## config.mk

```make
export PLATFORM = sky130hd
export DESIGN_NAME = instruction_fetch_unit
export DESIGN_NICKNAME = d
export VERILOG_FILES = /design/src/rtl/instruction_fetch_unit_pkg.sv /design/src/rtl/fetch_fifo.sv /design/src/rtl/instruction_fetch_unit.sv
export SDC_FILE = /design/constraint.sdc
export NUM_CORES = 1
export LEC_CHECK = 0
export ABC_AREA = 1
export CORE_ASPECT_RATIO = 1.25
export CORE_UTILIZATION = 44
export CTS_CLUSTER_SIZE = 16
export DETAILED_ROUTE_END_ITERATION = 7
export MAX_ROUTING_LAYER = met4
export PLACE_DENSITY = 0.72
export SYNTH_ARGS = -nofsm -noshare
export SYNTH_HDL_FRONTEND = slang
export SYNTH_HIERARCHICAL = 1
export SYNTH_SLANG_ARGS = --single-unit
```

## constraint.sdc

```tcl
create_clock -name clk -period 6.5 [get_ports clk]
set_clock_uncertainty 0.1 [all_clocks]
set_input_delay 1.625 -clock clk [delete_from_list [all_inputs] [get_ports clk]]
set_output_delay 1.625 -clock clk [all_outputs]
set_load 0.03 [all_outputs]
```

## src/rtl/instruction_fetch_unit_pkg.sv

```systemverilog
// ----------------------------------------------------------------------------
// instruction_fetch_unit_pkg
// Shared definitions for the instruction fetch unit:
//   - ifu_state_e   : 2-bit fetch FSM state encoding
//   - fetch_entry_t : one prefetch buffer entry {instruction word, address}
//   - IFU_RESET_PC  : default first fetch address after reset
//   - NOP_INST      : canonical RV32 NOP (addi x0, x0, 0)
//   - align_pc()    : clears the byte-offset bits of a fetch address
// ----------------------------------------------------------------------------
package instruction_fetch_unit_pkg;

    localparam logic [31:0] IFU_RESET_PC = 32'h8000_0000;
    localparam logic [31:0] NOP_INST     = 32'h0000_0013;

    typedef enum logic [1:0] {
        ST_IDLE = 2'd0,  // no request pending, waiting for buffer room
        ST_REQ  = 2'd1,  // request presented, waiting for imem_req_ready
        ST_WAIT = 2'd2,  // request accepted, waiting for its response
        ST_DROP = 2'd3   // request accepted before a redirect; discard its response
    } ifu_state_e;

    typedef struct packed {
        logic [31:0] data;
        logic [31:0] pc;
    } fetch_entry_t;

    function automatic logic [31:0] align_pc(input logic [31:0] pc);
        return {pc[31:2], 2'b00};
    endfunction

endpackage

```

## src/rtl/fetch_fifo.sv

```systemverilog
// ----------------------------------------------------------------------------
// fetch_fifo
// Prefetch buffer between the memory response path and the core.
// Ports:
//   clk, rst          : clock, asynchronous active-high reset
//   push_i, push_data_i : write one entry (ignored when full unless popping)
//   pop_i             : remove the head entry (ignored when empty)
//   flush_i           : discard every entry; wins over push and pop
//   head_data_o       : entry at the head (meaningful only when !empty_o)
//   empty_o           : no entries buffered
//   count_o           : number of entries buffered, 0..DEPTH
// DEPTH must be a power of two so the pointers wrap by plain overflow.
// ----------------------------------------------------------------------------
module fetch_fifo #(
    parameter int DEPTH = 2,
    parameter int WIDTH = 64
) (
    input  logic                     clk,
    input  logic                     rst,
    input  logic                     push_i,
    input  logic [WIDTH-1:0]         push_data_i,
    input  logic                     pop_i,
    input  logic                     flush_i,
    output logic [WIDTH-1:0]         head_data_o,
    output logic                     empty_o,
    output logic [$clog2(DEPTH):0]   count_o
);

    localparam int               PTR_W     = $clog2(DEPTH);
    localparam logic [PTR_W:0]   DEPTH_CNT = (PTR_W + 1)'(DEPTH);

    logic [WIDTH-1:0] mem_q [DEPTH];
    logic [PTR_W-1:0] wr_ptr_q;
    logic [PTR_W-1:0] rd_ptr_q;
    logic [PTR_W:0]   count_q;
    logic             full;
    logic             do_push;
    logic             do_pop;

    assign empty_o     = (count_q == '0);
    assign full        = (count_q == DEPTH_CNT);
    assign count_o     = count_q;
    assign head_data_o = mem_q[rd_ptr_q];

    // A full buffer can still take a push when the head leaves in the same cycle.
    assign do_pop  = pop_i && !empty_o;
    assign do_push = push_i && (!full || do_pop);

    // NOTE: the storage array has no reset; validity is tracked by the
    // pointers and count alone, so clearing the data would only cost logic.
    always_ff @(posedge clk) begin
        if (do_push && !flush_i) begin
            mem_q[wr_ptr_q] <= push_data_i;
        end
    end

    // NOTE: sequential state is updated with non-blocking assignments so every
    // register samples the pre-edge values, independent of statement order.
    always_ff @(posedge clk or posedge rst) begin
        if (rst) begin
            wr_ptr_q <= '0;
            rd_ptr_q <= '0;
            count_q  <= '0;
        end else if (flush_i) begin
            wr_ptr_q <= '0;
            rd_ptr_q <= '0;
            count_q  <= '0;
        end else begin
            if (do_push) begin
                wr_ptr_q <= wr_ptr_q + PTR_W'(1);
            end
            if (do_pop) begin
                rd_ptr_q <= rd_ptr_q + PTR_W'(1);
            end
            count_q <= count_q + (PTR_W + 1)'(do_push) - (PTR_W + 1)'(do_pop);
        end
    end

endmodule

```

## src/rtl/instruction_fetch_unit.sv

```systemverilog
// ----------------------------------------------------------------------------
// instruction_fetch_unit
// Sequential instruction prefetcher with a single outstanding memory request
// and a small prefetch buffer (fetch_fifo) in front of the core.
// Ports:
//   clk, rst                      : clock, asynchronous active-high reset
//   imem_req_valid/ready/addr     : fetch request channel (word aligned)
//   imem_resp_valid/data          : fetch response, one per accepted request
//   redirect_valid, redirect_pc   : one-cycle fetch restart (bits [1:0] ignored)
//   inst_valid/ready, inst, inst_pc : instruction channel to the core
// Parameters:
//   RESET_PC   : first fetch address after reset
//   FIFO_DEPTH : prefetch buffer entries (power of two, >= 2)
// ----------------------------------------------------------------------------
module instruction_fetch_unit
    import instruction_fetch_unit_pkg::*;
#(
    parameter logic [31:0] RESET_PC   = IFU_RESET_PC,
    parameter int          FIFO_DEPTH = 2
) (
    input  logic        clk,
    input  logic        rst,
    output logic        imem_req_valid,
    input  logic        imem_req_ready,
    output logic [31:0] imem_req_addr,
    input  logic        imem_resp_valid,
    input  logic [31:0] imem_resp_data,
    input  logic        redirect_valid,
    input  logic [31:0] redirect_pc,
    output logic        inst_valid,
    input  logic        inst_ready,
    output logic [31:0] inst,
    output logic [31:0] inst_pc
);

    localparam int               CNT_W     = $clog2(FIFO_DEPTH) + 1;
    localparam logic [CNT_W-1:0] DEPTH_CNT = CNT_W'(FIFO_DEPTH);

    ifu_state_e       state_q;
    logic [31:0]      fetch_pc_q;
    logic [31:0]      req_addr_q;   // address of the request currently outstanding
    logic             req_valid_q;

    logic             req_fire;
    logic             resp_push;
    logic             inst_pop;
    logic             outstanding;
    logic [CNT_W-1:0] occupancy;
    logic             can_fetch;

    fetch_entry_t     push_entry;
    fetch_entry_t     head_entry;
    logic             fifo_empty;
    logic [CNT_W-1:0] fifo_count;

    // NOTE: every signal driven from always_comb is assigned on every path
    // (defaults first where branches exist), otherwise a latch is inferred.
    always_comb begin
        req_fire    = req_valid_q && imem_req_ready;
        outstanding = (state_q == ST_WAIT) || (state_q == ST_DROP);
        occupancy   = fifo_count + CNT_W'(outstanding);
        can_fetch   = (occupancy < DEPTH_CNT);
        // A redirect overrides both buffer operations in its cycle.
        resp_push   = (state_q == ST_WAIT) && imem_resp_valid && !redirect_valid;
        inst_pop    = !fifo_empty && inst_ready && !redirect_valid;
        push_entry  = '{data: imem_resp_data, pc: req_addr_q};
    end

    always_ff @(posedge clk or posedge rst) begin
        if (rst) begin
            state_q     <= ST_IDLE;
            fetch_pc_q  <= RESET_PC;
            req_addr_q  <= RESET_PC;
            req_valid_q <= 1'b0;
        end else begin
            case (state_q)
                ST_IDLE: begin
                    if (!redirect_valid && can_fetch) begin
                        state_q     <= ST_REQ;
                        req_valid_q <= 1'b1;
                    end
                end
                ST_REQ: begin
                    if (req_fire) begin
                        // If the memory took the request in the redirect cycle,
                        // a response is still coming and must be thrown away.
                        state_q     <= redirect_valid ? ST_DROP : ST_WAIT;
                        req_valid_q <= 1'b0;
                        req_addr_q  <= fetch_pc_q;
                    end else if (redirect_valid) begin
                        state_q     <= ST_IDLE;
                        req_valid_q <= 1'b0;
                    end
                end
                ST_WAIT: begin
                    if (redirect_valid) begin
                        state_q <= imem_resp_valid ? ST_IDLE : ST_DROP;
                    end else if (imem_resp_valid) begin
                        state_q <= ST_IDLE;
                    end
                end
                ST_DROP: begin
                    // The stale response is swallowed here; a redirect arriving
                    // together with it has nothing left to wait for.
                    if (imem_resp_valid) begin
                        state_q <= ST_IDLE;
                    end
                end
                default: begin
                    state_q     <= ST_IDLE;
                    req_valid_q <= 1'b0;
                end
            endcase

            if (redirect_valid) begin
                fetch_pc_q <= align_pc(redirect_pc);
            end else if (req_fire) begin
                fetch_pc_q <= fetch_pc_q + 32'd4;  // wraps modulo 2^32
            end
        end
    end

    fetch_fifo #(
        .DEPTH (FIFO_DEPTH),
        .WIDTH ($bits(fetch_entry_t))
    ) u_fifo (
        .clk         (clk),
        .rst         (rst),
        .push_i      (resp_push),
        .push_data_i (push_entry),
        .pop_i       (inst_pop),
        .flush_i     (redirect_valid),
        .head_data_o (head_entry),
        .empty_o     (fifo_empty),
        .count_o     (fifo_count)
    );

    assign imem_req_valid = req_valid_q;
    assign imem_req_addr  = fetch_pc_q;
    assign inst_valid     = !fifo_empty;
    // Head contents are masked while empty so stale storage never shows.
    assign inst           = fifo_empty ? 32'h0 : head_entry.data;
    assign inst_pc        = fifo_empty ? 32'h0 : head_entry.pc;

endmodule

```

==> impl_results.md <==
* Result of the run: completed
* Starting Density at 0.4541
* Aggregate routed wire length at around 19 mm
* Count of nets left with antenna violations after detail routing at 0
* Critical path, cell by cell: inv_2 -> buf_4 -> nand2_1 -> nand2_1 -> inv_1 -> nor2_1 -> clkdlybuf4s50_1
* Final Hold Violating Endpoints at 0
* Sequential cell area at 5524 um2
* Data required time at the worst endpoint at roughly 4800 ps
* Setup fix buffers added after clock tree synthesis at 0
* Area share of the largest cell type after synthesis at 0.4300
* Total area of multi-input combinational cells at between 2000 and 3000 um2
* Number of distinct library cells after synthesis at 34
* Count of synthesis-stage warnings from yosys at 6
* Worst Setup SP: u_fifo/rd_ptr_q$_DFFE_PP0P_
* Final RePlAce weighted congestion at 0.8735
* Cells after synthesis at 992
* Reg2Reg Capture Point: u_fifo/mem_q[0][40]$_DFFE_PP_
* Data arrival time of the worst path at between 2000 and 3000 ps
* Final hold slack at approximately 370 ps
* Number of CTS-inserted buffers at 17
* Routed via count at approximately 6700
* Placed cells at around 1400
* Clock tree from TritonCTS: built
* Worst VDD drop at 185.0 uV
* Number of antenna violations at the first check in global routing at 0
* Placeable core region at roughly 20000 um2
* Most used standard cells in the synthesized netlist: nand2_1 (369), inv_1 (132), edfxtp_1 (128)
* Number of clock sinks at about 200
* Critical Path Sink: inst_pc[14]
* Final std cells w/o fill at 1426
* Overall die height at approximately 160 um
* Worst reg2reg startpoint: u_fifo/count_o[1]$_DFF_PP0_
* Global-route wire length before repair at 30.88 mm
* Die outline width at roughly 130 um
* Proportion of synthesized flip-flops having asynchronous set or reset at 0.3436
* Max Slew Vio Count at 0
* Number of global-route vias before repair at roughly 6300
* Via/cell ratio at about 4.7
* Largest stage delay on the critical path at roughly 740 ps
* Number of storage elements in the synthesis netlist at 195
* Detailed-routing iteration count for the pre-antenna-repair pass at 5
* Root Driver: clkbuf_16
* Post-layout nets at 1221
* Element type at the critical path end: output port
* Setup total negative slack at 0 ps
* Gr ovfl total at 0
* Highest attainable clock frequency at between 0.2 and 0.25 GHz
* Fill cell instance count of the final layout at 1774
* Worst-case clock buffer depth at 2
* Fin worst setup slack at around 2100 ps
* All-layer global routing usage at 0.1983
* Antenna diode count at 0
* Top cells by area, synth: edfxtp_1 (43%), dfrtp_1 (18%), nand2_1 (15%)
* Placed Area at roughly 11000 um2
* Leading area contributor after synthesis: edfxtp_1
* Total of cells resized after clock tree synthesis at 0
* Post-Syn Area per Cell at 9.011 um2
* Worst hold-check path type: register to register
* Crit Path Class: register to output port
* Signed area change from the synthesized netlist to the final layout at 26.48%
* Setup repair after global routing missed its margin: false
* Fraction of layout instances using a drive strength above 1 at 0.05943
* # port buffers at ~160
* Count of hold-fix buffers inserted at cts at 0
* Register clock-pin slew on the reported worst setup and hold paths at 70 ps
* Routed length per instance at between 10 and 15 um
* Max-capacitance violation count at 0
* I/O pin count at between 150 and 200
* Die Footprint at between 20000 and 25000 um2
* Place WS at approximately 1800 ps
* Least-Margin Pin Slew at between 1000 and 1500 ps
* Most common cell in the netlist: nand2_1
* Post-route DRC violation count at 0
* Time the worst path needs with I/O delays and setup at 4416 ps
* Top cell by count, worst path: nand2_1
* Total leakage power at 4.894 nW
* Netlist area before placement at 8939 um2
* Critical Path Slowest Stage Cell: clkdlybuf4s50_1
* Maximum fanout encountered on the critical timing path at 45
* Final Instance Area at 11310 um2
* Count of H-tree levels built during CTS at 4
* Max-slew headroom at the worst pin at 0.2444
* Most instantiated flip-flop cell in the synthesis netlist: edfxtp_1
* Maximum number of pins on one net before global-route repair at 66
* Final setup violation count at 0
* Power density relative to cell area at around 290 nW/um2
* Clock network latency to the later pin of the worst-skew pair at ~420 ps
* Fin crit share at 0.6794
* Sequential area share after synthesis at 0.6179
* Worst R2R Path Depth at 11
* Half-perimeter wire length of the detailed placement result at roughly 13 mm
* Register-to-register setup slack at 3020 ps
* EDFF count, synth at between 100 and 150
* Count of routing violations after the opening detailed-route iteration at about 450
* Sort of element at the start of the critical path: register
* Standard-cell rows at 57
-- registers in the layout, indices dropped and copies added (netlist names) --
name             flops
u_fifo/rd_ptr_q      1
u_fifo/wr_ptr_q      1
req_addr_q          30
imem_req_valid       1
u_fifo/mem_q       128
u_fifo/count_o       2
state_q              2
imem_req_addr       30
-- where the power goes --
group          total, W  switching [W]  internal (W)
clock          0.000967       0.000461      0.000506
sequential      0.00168       0.000149       0.00153
combinational  0.000618       0.000378      0.000240
-- cell type report --
| type | count | area share |
|---|---|---|
| inverter | 137 | 0.04548 |
| timing repair buffer | 169 | 0.1494 |
| sequential | 195 | 0.4886 |
| multi-input combinational | 628 | 0.2390 |
| clock buffer | 19 | 0.03918 |
| tap | 265 | 0.02933 |
| clock inverter | 13 | 0.008964 |
-- worst max-delay path: cells and delay by family, from the launching register on --
family        cells  cell delay [ps]
buf+inv           4             1590
flops             1              410
simple gates      3              260
-- per-stage QoR --
step | total power [W] | util
after global placement | 0.002294 | 0.5467
final | 0.003268 | 0.5744
after detailed placement | 0.002323 | 0.5467
after global routing | 0.003429 | 0.5744
after floorplan | 0.002059 | -
after CTS | 0.003297 | 0.5744
-- cells by family after synthesis --
logic type,synth area share
other,0.0004195
xor gates and xnor gates,0.003920
adders and majority gates,0.004200
and+or+nand+nor,0.2524
AOI/OAI and AO/OA,0.03808
buffers and inverters,0.08315
DFF,0.6179
-- worst min-delay path by stage --
stage / end / cells past startpoint / startpoint / slack, ps
3_3_place_gp: u_fifo/mem_q[1][22]$_DFFE_PP_ / 0 / req_addr_q[22]$_DFFE_PP0P_ / 350
2_1_floorplan: u_fifo/mem_q[0][10]$_DFFE_PP_ / 0 / req_addr_q[10]$_DFFE_PP0P_ / 340
6_report: u_fifo/mem_q[0][3]$_DFFE_PP_ / 0 / req_addr_q[3]$_DFFE_PP0P_ / 370
3_5_place_dp: u_fifo/mem_q[1][16]$_DFFE_PP_ / 0 / req_addr_q[16]$_DFFE_PP0P_ / 360
5_1_grt: u_fifo/mem_q[1][22]$_DFFE_PP_ / 0 / req_addr_q[22]$_DFFE_PP0P_ / 390
4_1_cts: u_fifo/mem_q[0][7]$_DFFE_PP_ / 0 / req_addr_q[7]$_DFFE_PP0P_ / 370
-- layer usage --
| layer | vias up | track usage | routed length [um] |
|---|---|---|---|
| met5 | - | - | 0 |
| met2 | 167 | 0.3333 | 9648 |
| met3 | 25 | 0.03345 | 729 |
| met4 | 0 | 0.07188 | 427 |
| li1 | 3427 | - | - |
| met1 | 3044 | 0.2391 | 8428 |
-- placed cells by master (no fill, tap or decap), types with 2 or more instances in the layout --
cell             instances
xor2_1                   3
conb_1                   6
nand2_4                  2
nor2_4                   7
ha_1                     3
clkinvlp_4               3
nor2_2                   5
inv_1                  129
clkdlybuf4s50_1        163
nand2_1                369
nand4_1                  6
o21ai_1                 20
o21ai_0                 33
o221ai_1                 2
nor2_1                 100
inv_2                    8
edfxtp_1               128
clkbuf_16               17
dfrtp_1                 64
a21oi_1                  4
nand3_1                 53
o211ai_1                 2
buf_4                    5
nand2_2                  4
clkinv_2                 3
dfstp_2                  2
clkinv_4                 2
inv_6                    4
Power figures use the tool's default switching activity.
